===== src/rtl/pwm_sd_dac.sv =====
// ---------------------------------------------------------------------------
// pwm_sd_dac
// Multi-channel 1-bit audio DAC modulator. Every channel converts an N-bit
// offset-binary sample (2^(N-1) = silence) into a 1-bit stream, using either
// PWM or a first-order sigma-delta modulator. All channels share one period
// counter, one sample strobe and one mode, so their outputs stay
// phase-aligned.
//
// Ports
//   clk            : single clock; all state changes on its rising edge
//   rst_n          : asynchronous active-low reset
//   i_value        : C*N bits, channel k sample at [k*N +: N]
//   i_strb         : captures i_value for all channels
//   i_mode         : 0 = PWM, 1 = sigma-delta (sampled only on the wrap cycle)
//   o_out          : C registered 1-bit modulated outputs
//   o_period_start : high while the period counter is 0
//   o_overrun      : sticky, set when a pending sample is overwritten
//
// Sample handshake: i_strb is a one-cycle qualifier with no back-pressure.
// A strobe on the wrap cycle (counter == 2^N-1) goes straight into the active
// registers. A strobe on any other cycle parks the sample in the pending
// registers, which move to active on the next wrap. A second strobe before
// that wrap replaces the pending sample and raises o_overrun.
// ---------------------------------------------------------------------------
module pwm_sd_dac #(
  parameter int VALUE_BITS = 9,
  parameter int CHANNELS   = 2
) (
  input  logic                           clk,
  input  logic                           rst_n,
  input  logic [CHANNELS*VALUE_BITS-1:0] i_value,
  input  logic                           i_strb,
  input  logic                           i_mode,
  output logic [CHANNELS-1:0]            o_out,
  output logic                           o_period_start,
  output logic                           o_overrun
);

  localparam int N = VALUE_BITS;
  localparam logic [N-1:0] SILENCE = {1'b1, {(N-1){1'b0}}};

  logic [N-1:0] cnt;
  logic [N-1:0] pending    [CHANNELS];
  logic [N-1:0] active     [CHANNELS];
  logic [N:0]   acc        [CHANNELS];
  logic [N:0]   sd_sum     [CHANNELS];
  logic         pend_valid;
  logic         mode_q;
  logic         wrap;
  logic         mode_change;

  assign wrap           = (cnt == {N{1'b1}});
  assign o_period_start = (cnt == {N{1'b0}});
  // Mode only moves on the wrap, so accumulators restart cleanly at the
  // first cycle of the new mode.
  assign mode_change    = wrap && (i_mode != mode_q);

  // Only the low N bits of the accumulator carry forward; bit N is the
  // carry that becomes the output bit.
  always_comb begin
    for (int k = 0; k < CHANNELS; k++) begin
      sd_sum[k] = {1'b0, acc[k][N-1:0]} + {1'b0, active[k]};
    end
  end

  // Period counter, sample buffering, mode and overrun
  always_ff @(posedge clk or negedge rst_n) begin
    if (!rst_n) begin
      cnt        <= '0;
      pend_valid <= 1'b0;
      mode_q     <= 1'b0;
      o_overrun  <= 1'b0;
      for (int k = 0; k < CHANNELS; k++) begin
        pending[k] <= '0;
        active[k]  <= SILENCE;
      end
    end else begin
      cnt <= cnt + 1'b1;
      if (wrap) begin
        mode_q     <= i_mode;
        pend_valid <= 1'b0;
        for (int k = 0; k < CHANNELS; k++) begin
          if (i_strb) begin
            active[k] <= i_value[k*N +: N];
          end else if (pend_valid) begin
            active[k] <= pending[k];
          end
        end
      end else if (i_strb) begin
        pend_valid <= 1'b1;
        if (pend_valid) begin
          o_overrun <= 1'b1;
        end
        for (int k = 0; k < CHANNELS; k++) begin
          pending[k] <= i_value[k*N +: N];
        end
      end
    end
  end

  // Modulators: output reflects the counter / accumulator step of the
  // previous cycle.
  always_ff @(posedge clk or negedge rst_n) begin
    if (!rst_n) begin
      o_out <= '0;
      for (int k = 0; k < CHANNELS; k++) begin
        acc[k] <= '0;
      end
    end else begin
      for (int k = 0; k < CHANNELS; k++) begin
        o_out[k] <= mode_q ? sd_sum[k][N] : (cnt < active[k]);
        if (mode_change) begin
          acc[k] <= '0;
        end else if (mode_q) begin
          acc[k] <= sd_sum[k];
        end
      end
    end
  end

endmodule


===== config.mk =====
export PLATFORM = sky130hd
export DESIGN_NAME = pwm_sd_dac
export DESIGN_NICKNAME = d
export VERILOG_FILES = /design/src/rtl/pwm_sd_dac.sv
export SDC_FILE = /design/constraint.sdc
export NUM_CORES = 1
export LEC_CHECK = 0
export ABC_AREA = 1
export CORE_UTILIZATION = 35
export DETAILED_ROUTE_END_ITERATION = 8
export PLACE_DENSITY = 0.55
export SYNTH_ARGS = -nofsm -noshare
export SYNTH_HDL_FRONTEND = slang
export SYNTH_SLANG_ARGS = --single-unit

===== constraint.sdc =====
create_clock -name clk -period 4.6 [get_ports clk]
set_clock_uncertainty 0.1 [all_clocks]
set_input_delay 0.92 -clock clk [delete_from_list [all_inputs] [get_ports clk]]
set_output_delay 0.92 -clock clk [all_outputs]
set_load 0.005 [all_outputs]

==> results.json, run 1 <==
{
  "drv_slew": 0,
  "synthCells": 492,
  "drt-total-wl_um": 8830,
  "wl_per_cell_um": 13.2,
  "diodes": 0,
  "clock_path_buffers": 2,
  "path_class": "reg -> out",
  "cp.required_ns": 3.58,
  "drtAntennaViolNets": 0,
  "core_um2": 11500,
  "hp-class": "reg -> reg",
  "drt_iter0_drc": 136,
  "h-tree-depth": 3,
  "grt_start_max_net_pins": 39,
  "firstDrtPassIters": 4,
  "gp_congestion": 0.796,
  "drc": 0,
  "fp.dieH_um": 111,
  "min_period_over_period_pct": 68.1,
  "grtUsageTotal_pct": 15.8,
  "synthesis.nets": 553,
  "crit_path_max_incr_delay_ns": 0.60,
  "power.leakage_nw": 2.41,
  "power.density_nw_per_um2": 450,
  "post-synth-top-area-fraction_pct": 40.0,
  "avgSynthCellArea_um2": 8.40,
  "arrival_ns": 2.11,
  "status": "finished clean",
  "rsz0062_at_grt": "no",
  "ioPinCount": 26,
  "post_drt_via_cell_ratio": 4.73,
  "stdcell_area_um2": 4800,
  "fin_util_pct": 41.9,
  "root_buffer": "clkbuf_16",
  "area_delta_synth_final_pct": 16.2,
  "cts_hold_buf": 0,
  "cts_tree": "yes",
  "grt_pass1_wl_um": 15500,
  "antenna_found_initial": 0,
  "cts.sinks": 68,
  "yosysTopAreaCell": "dfrtp_1",
  "slew_headroom_pct": 32.8,
  "yosysWarnings": 0,
  "dp_hpwl_um": 6510,
  "yosys-top-cells-area": "dfrtp_1 40%, nand2_1 14%, ha_1 11%",
  "tightest_slew_ns": 1.01,
  "synth_area_um2": 4130,
  "ys_seq_elements": 68,
  "worst_setup_path_start_kind": "flip-flop",
  "setup_viol_count_final": 0,
  "final_cell_mix": "153 x nand2_1, 66 x dfrtp_1, 64 x inv_1",
  "ys_types": 31,
  "min_from": "o_overrun",
  "num_rows": 39,
  "cts_setup_buffers": 0,
  "layout_commonest_cell": "nand2_1",
  "worstSkewPairLatency_ns": 0.33,
  "ir_worst_vdd_mv": 0.196,
  "grt_pass1_vias": 3270,
  "drv_cap": 0,
  "vias": 3161,
  "crit_fanout": 6,
  "initial_utilization_pct": 36.0,
  "numCtsBuffers": 9,
  "cp_top_family": "simple AND/OR/NAND/NOR gates",
  "gr-total-overflow": 0,
  "finalSetupTns_ns": 0,
  "ys_seq_area_share_pct": 41.2,
  "placed_cell_area_um2": 4500,
  "cts-resized-gates": 0,
  "fin_nets": 581,
  "r2r-start": "cnt[1]",
  "crit_slowest_cell": "clkdlybuf4s50_1",
  "io_buffer_count": 25,
  "die-area_um2": 12200,
  "drive_gt1_share_pct": 10.5,
  "cp_num_buf_inv": 1,
  "min_period_ns": 3.13,
  "max_freq_mhz": 319,
  "cp-end-kind": "output pin",
  "critPathLaunch": "cnt[2]",
  "hold_viol_final": 0,
  "fp.dieW_um": 111,
  "clk_pin_slew_ns": 0.06,
  "path_cells": "or2_2 -> nor4_1 -> clkdlybuf4s50_1"
}
state kept, by name, indices dropped and copies added, names as in the netlist:
signal and flops:
acc 18, active 18, pending 18, cnt 9, o_out 2, mode_q 1, o_overrun 1, pend_valid 1
cell families after synthesis:
logic type	synth area share, %
xor gates and xnor gates	1.70
DFF	41.2
buffers and inverters	7.75
muxes	4.90
and+or+nand+nor	22.2
AOI/OAI and AO/OA	10.1
adders and majority gates	12.2
path summary, 6_finish.rpt:
| kind | endpoint | slack, ns | cells past startpoint |
|---|---|---|---|
| setup / recovery | o_period_start | 1.47 | 3 |
| hold / removal | o_overrun | 0.38 | 1 |
| setup reg to reg | acc[4] | 1.89 | 9 |
| hold reg to reg | o_overrun | 0.38 | 1 |
| max in group asynchronous | active[8] | 2.79 | 2 |
| min in group asynchronous | acc[15] | 0.63 | 1 |
final cells by class:
cell class                      count  area [um^2]
Inverter                           66          248
Multi-Input combinational cell    348         2110
Tap cell                          143          179
Sequential cell                    68         1700
Fill cell                        1107         6670
Clock inverter                      5         60.1
Clock buffer                       11          243
Timing Repair Buffer               27          260
report_power, final:
part / internal [W] / total, W / switching [W]
clock network: 0.000436 / 0.000703 / 0.000266
registers: 0.000717 / 0.000788 / 0.0000714
logic: 0.000284 / 0.000671 / 0.000387
cells in the mapped netlist (all sizes together):
cell type,number
nor2,35
inv,65
nand2,154
nand4,2
fa,2
nor4,1
or2,1
o21bai,3
a22o,4
dfstp,2
nor3,2
dfrtp,66
clkinv,1
a21o,2
xor2,6
nand3,33
clkbuf,1
xnor2,2
o21ai,9
a31oi,18
buf,9
mux2,18
a21oi,19
ha,37
through the flow:
stage          hold slack, ns  power [W]  instances  worst slack [ns]
3_3_place_gp            0.362    0.00145        652              1.30
2_1_floorplan           0.353    0.00129        492              2.58
5_1_grt                 0.398    0.00234        668              1.32
6_report                0.379    0.00216        668              1.47
3_5_place_dp            0.361    0.00147        652              1.21
4_1_cts                 0.384    0.00218        668              1.46
routing by layer:
| layer | routed length [um] | vias up | track usage [%] |
|---|---|---|---|
| li1 | - | 1655 | - |
| met1 | 4530 | 1459 | 21.6 |
| met2 | 3930 | 36 | 25.0 |
| met3 | 205 | 11 | 2.35 |
| met4 | 173 | 0 | 6.40 |
| met5 | 0 | - | 0 |
No activity file was read; power rests on OpenSTA's default activity.
==> inputs of run 2 (changes only) <==
- clock period: 4.6 -> 3 ns (I/O delays scaled with it)
==> results.json, run 2 (synthesized netlist as in run 1, its figures left out) <==
{
  "status": "finished clean",
  "die-area_um2": 12200,
  "gr-total-overflow": 0,
  "drive_gt1_share_pct": 11.2,
  "ioPinCount": 26,
  "grt_pass1_vias": 3200,
  "power.leakage_nw": 2.45,
  "min_period_ns": 2.70,
  "power_frac_seq_pct": 35.2,
  "worst_setup_path_start_kind": "flip-flop",
  "hold_viol_final": 0,
  "register_area_um2": 1700,
  "arrival_ns": 2.00,
  "drv_cap": 0,
  "vias": 3188,
  "hp-class": "in -> async",
  "final_cell_mix": "153 x nand2_1, 66 x dfrtp_1, 64 x inv_1",
  "gp_congestion": 0.859,
  "worstSkewPairLatency_ns": 0.32,
  "initial_utilization_pct": 36.0,
  "fp.dieW_um": 111,
  "drtAntennaViolNets": 0,
  "io_buffer_count": 25,
  "placed_cell_area_um2": 4540,
  "grtUsageTotal_pct": 15.3,
  "rsz0062_at_grt": "no",
  "cts_hold_buf": 0,
  "crit_fanout": 4,
  "clock_path_buffers": 2,
  "crit_path_max_incr_delay_ns": 0.58,
  "diodes": 0,
  "biggestRegsByFlops": "acc: 18 flops, active: 18 flops, pending: 18 flops",
  "path_cells": "inv_1 -> ha_1 -> nand4_1 -> nor4_1 -> clkdlybuf4s50_1",
  "finalSetupTns_ns": 0,
  "core_um2": 11500,
  "ir_worst_vdd_mv": 0.276,
  "slew_headroom_pct": 60.6,
  "setup_viol_count_final": 0,
  "min_period_over_period_pct": 90.0,
  "layout_commonest_cell": "nand2_1",
  "p_int_w": 0.00235,
  "dp_hpwl_um": 6370,
  "r2r-start": "cnt[1]",
  "drv_slew": 0,
  "path_class": "reg -> out",
  "clk_pin_slew_ns": 0.06,
  "reg2reg_slack_ns": 0.52,
  "cts.sinks": 68,
  "drt_iter0_drc": 112,
  "cp_num_buf_inv": 2,
  "stdcell_area_um2": 4880,
  "drt-total-wl_um": 8530,
  "cts_setup_buffers": 0,
  "numCtsBuffers": 9,
  "fin_nets": 585,
  "wl_per_cell_um": 12.7,
  "tightest_slew_ns": 0.588,
  "cp.required_ns": 2.30,
  "cts_tree": "yes",
  "swShare_pct": 31.7,
  "max_freq_mhz": 370,
  "firstDrtPassIters": 5,
  "h-tree-depth": 3,
  "power_switching_w": 0.00109,
  "root_buffer": "clkbuf_16",
  "antenna_found_initial": 0,
  "r2r_end": "acc[1]",
  "grt_start_max_net_pins": 69,
  "multiInputGateArea_um2": 2110,
  "cp-end-kind": "output pin",
  "area_delta_synth_final_pct": 18.2,
  "nFillCells": 1114,
  "cp_top_family": "buffers and inverters",
  "post_drt_via_cell_ratio": 4.74,
  "fp.dieH_um": 111,
  "num_rows": 39,
  "grt_pass1_wl_um": 15000,
  "power.density_nw_per_um2": 706,
  "r2r_cells": 8,
  "drc": 0,
  "crit_slowest_cell": "clkdlybuf4s50_1",
  "power_frac_comb_pct": 29.5,
  "cts-resized-gates": 0,
  "p_clk_share_pct": 35.3
}
run 2: cell count changes in the layout (fill, tap and decap cells not counted):
| cell | change |
|---|---|
| clkinvlp_4 | -1 |
| clkbuf_8 | -1 |
| clkinv_4 | +1 |
| buf_4 | +3 |
| buf_12 | +1 |
| bufinv_16 | +2 |
| inv_6 | -1 |
run 2: worst max-delay path by stage:
stage / start / to / slack (ns) / cells past startpoint
after floorplan: cnt[1] / pending[10] / 0.98 / 8
after global placement: cnt[1] / acc[1] / 0.57 / 8
after detailed placement: cnt[1] / acc[10] / 0.51 / 8
after CTS: cnt[0] / o_period_start / 0.24 / 5
after global routing: cnt[0] / o_period_start / 0.15 / 5
final: cnt[0] / o_period_start / 0.30 / 5
run 2: per-stage QoR:
stage	worst slack (ns)	utilization, %	power, W	instances	hold WS [ns]
2_1_floorplan	0.982	-	0.00198	492	0.204
3_3_place_gp	0.570	39.6	0.00221	656	0.363
3_5_place_dp	0.510	39.6	0.00224	656	0.368
4_1_cts	0.240	42.6	0.00348	672	0.217
5_1_grt	0.153	42.6	0.00371	672	0.245
6_report	0.300	42.6	0.00345	672	0.169
run 2: final cells by class:
type,instances,area share [%]
Timing Repair Buffer,31,6.20
Tap cell,143,3.66
Clock buffer,10,4.69
Multi-Input combinational cell,348,43.2
Sequential cell,68,34.9
Clock inverter,6,2.31
Inverter,66,5.07
run 2: power by group through the flow:
stage / clock [W] / sequential [W] / combinational, W
finish: 0.00122 / 0.00121 / 0.00102
global route: 0.00129 / 0.00124 / 0.00119
CTS: 0.00124 / 0.00121 / 0.00102
detailed placement: 0 / 0.00123 / 0.00102
global placement: 0 / 0.00122 / 0.000991
floorplan: 0 / 0.00120 / 0.000784
run 2: worst register-to-register path, cell delays in order, from the launching register on:
cell and delay (ns):
dfrtp_1 0.41, ha_1 0.21, nand3_1 0.13, nor3_1 0.22
ha_1 0.30, nand2_1 0.09, nand2_1 0.06, clkinv_1 0.47
a22o_1 0.38
run 2: routing by layer:
| metal | share of wire [%] | global-route usage (%) | wire length, um |
|---|---|---|---|
| met1 | 49 | 20.1 | 4160 |
| met2 | 47 | 25.5 | 4050 |
| met3 | 2.1 | 2.41 | 183 |
| met4 | 1.5 | 5.78 | 130 |
| met5 | 0 | 0 | 0 |
==> inputs of run 3 (changes only) <==
- DONT_BUFFER_PORTS: unset -> 1
- PLACE_DENSITY: 0.55 -> 0.52
==> results.json, run 3 (synthesized netlist as in run 1, its figures left out) <==
{
  "status": "finished clean",
  "numCtsBuffers": 9,
  "grtUsageTotal_pct": 15.2,
  "power.leakage_nw": 2.33,
  "firstDrtPassIters": 4,
  "cts_tree": "yes",
  "h-tree-depth": 3,
  "power_switching_w": 0.00110,
  "placed_cell_area_um2": 4260,
  "hold_viol_final": 0,
  "area_delta_synth_final_pct": 11.4,
  "gr-total-overflow": 0,
  "setup_ws_ns": 0.472,
  "diodes": 0,
  "fin_cells": 646,
  "post_drt_via_cell_ratio": 4.76,
  "drive_gt1_share_pct": 11.3,
  "power.density_nw_per_um2": 708,
  "grt_pass1_wl_um": 14800,
  "p_clk_share_pct": 33.1,
  "cp.required_ns": 3.17,
  "crit_fanout": 13,
  "power_frac_seq_pct": 37.3,
  "cp_top_family": "compound AO/OA/AOI/OAI gates",
  "cts-resized-gates": 0,
  "dp_hpwl_um": 6270,
  "slew_headroom_pct": 52.8,
  "num_rows": 39,
  "io_buffer_count": 0,
  "rsz0062_at_grt": "no",
  "core_um2": 11500,
  "min_period_ns": 2.53,
  "vias": 3078,
  "ir_worst_vdd_mv": 0.355,
  "initial_utilization_pct": 36.0,
  "fp.dieH_um": 111,
  "power_frac_comb_pct": 29.7,
  "arrival_ns": 2.69,
  "clock_path_buffers": 2,
  "dp_cells": 628,
  "ioPinCount": 26,
  "setup_viol_count_final": 0,
  "total_power_w": 0.00326,
  "hp-class": "in -> async",
  "fin_nets": 559,
  "stdcell_area_um2": 4600,
  "p_int_w": 0.00216,
  "grt_pass1_vias": 2980,
  "drt_iter0_drc": 106,
  "drv_slew": 0,
  "path_cells": "ha_1 -> nand3_1 -> nor3_1 -> ha_1 -> a21oi_2 -> inv_1 -> a21oi_1 -> o21ai_0 -> nand2_1",
  "path_class": "reg -> reg",
  "drv_cap": 0,
  "cp_num_buf_inv": 1,
  "clk_pin_slew_ns": 0.06,
  "dp_slack_ns": 0.464,
  "tightest_slew_ns": 0.709,
  "root_buffer": "clkbuf_16",
  "drt-total-wl_um": 8720,
  "layout_commonest_cell": "nand2_1",
  "biggestRegsByFlops": "acc: 18 flops, active: 18 flops, pending: 18 flops",
  "cts.sinks": 68,
  "antenna_found_initial": 0,
  "drtAntennaViolNets": 0,
  "swShare_pct": 33.7,
  "min_period_over_period_pct": 84.3,
  "cp-end-kind": "flip-flop",
  "drc": 0,
  "final_cell_mix": "153 x nand2_1, 66 x dfrtp_1, 64 x inv_1",
  "crit_path_max_incr_delay_ns": 0.58,
  "wl_per_cell_um": 13.5,
  "max_freq_mhz": 396,
  "fp.dieW_um": 111,
  "crit_slowest_cell": "a21oi_2",
  "path_common_cell": "ha_1",
  "die-area_um2": 12200,
  "worstSkewPairLatency_ns": 0.33,
  "grt_start_max_net_pins": 67,
  "finalSetupTns_ns": 0,
  "worst_setup_path_start_kind": "flip-flop",
  "gp_congestion": 0.848
}
[run 3: what timing repair did]
item	4_1_cts	5_1_grt
setup buffers	0	0
hold endpoints to repair	66	2
hold buffers	1	1
[run 3: area by class of cell]
type,instances,area [um^2]
tap,143,179
sequential,68,1700
timing repair buffer,5,60.1
multi-input combinational,348,2110
clock buffer,10,239
inverter,66,248
clock inverter,6,63.8
fill,1124,6870
[run 3: worst reg2reg max path: cells and delay by family (launching register included)]
kind                       cells  cell delay (ns)
AOI/OAI and AO/OA              3             0.86
DFF                            1             0.42
and+or+nand+nor                3             0.29
buffers and inverters          1             0.31
adders and majority gates      2             0.48
[run 3: final timing paths]
check / depth (start not counted) / to / from / slack (ns)
min in group clk: 2 / active[8] / i_strb / 0.28
max in group asynchronous: 1 / active[17] / rst_n / 2.09
min: 1 / acc[12] / rst_n / 0.05
max: 9 / acc[3] / cnt[1] / 0.47
min reg2reg: 2 / acc[8] / acc[8] / 0.38
max reg2reg: 9 / acc[3] / cnt[1] / 0.47
[run 3: power by group through the flow]
stage                     logic (W)  clock network (W)  registers [W]
after floorplan            0.000784                  0        0.00120
after global placement     0.000934                  0        0.00123
after detailed placement   0.000946                  0        0.00123
after CTS                  0.000973            0.00109        0.00122
after global routing        0.00113            0.00113        0.00124
final                      0.000967            0.00108        0.00121
[run 3: per-layer routing]
layer	track usage, %	vias up	wire [um]
met3	3.99	17	345
met1	21.7	1397	4590
met4	6.31	0	225
met5	0	-	0
met2	21.8	53	3560
li1	-	1611	-
[run 3: metrics by stage]
step | hold WS, ns | util, %
final | 0.0509 | 40.1
after global routing | 0.0724 | 40.1
after CTS | 0.00468 | 40.0
after detailed placement | 0.208 | 37.2
after global placement | 0.208 | 37.2
after floorplan | 0.204 | -
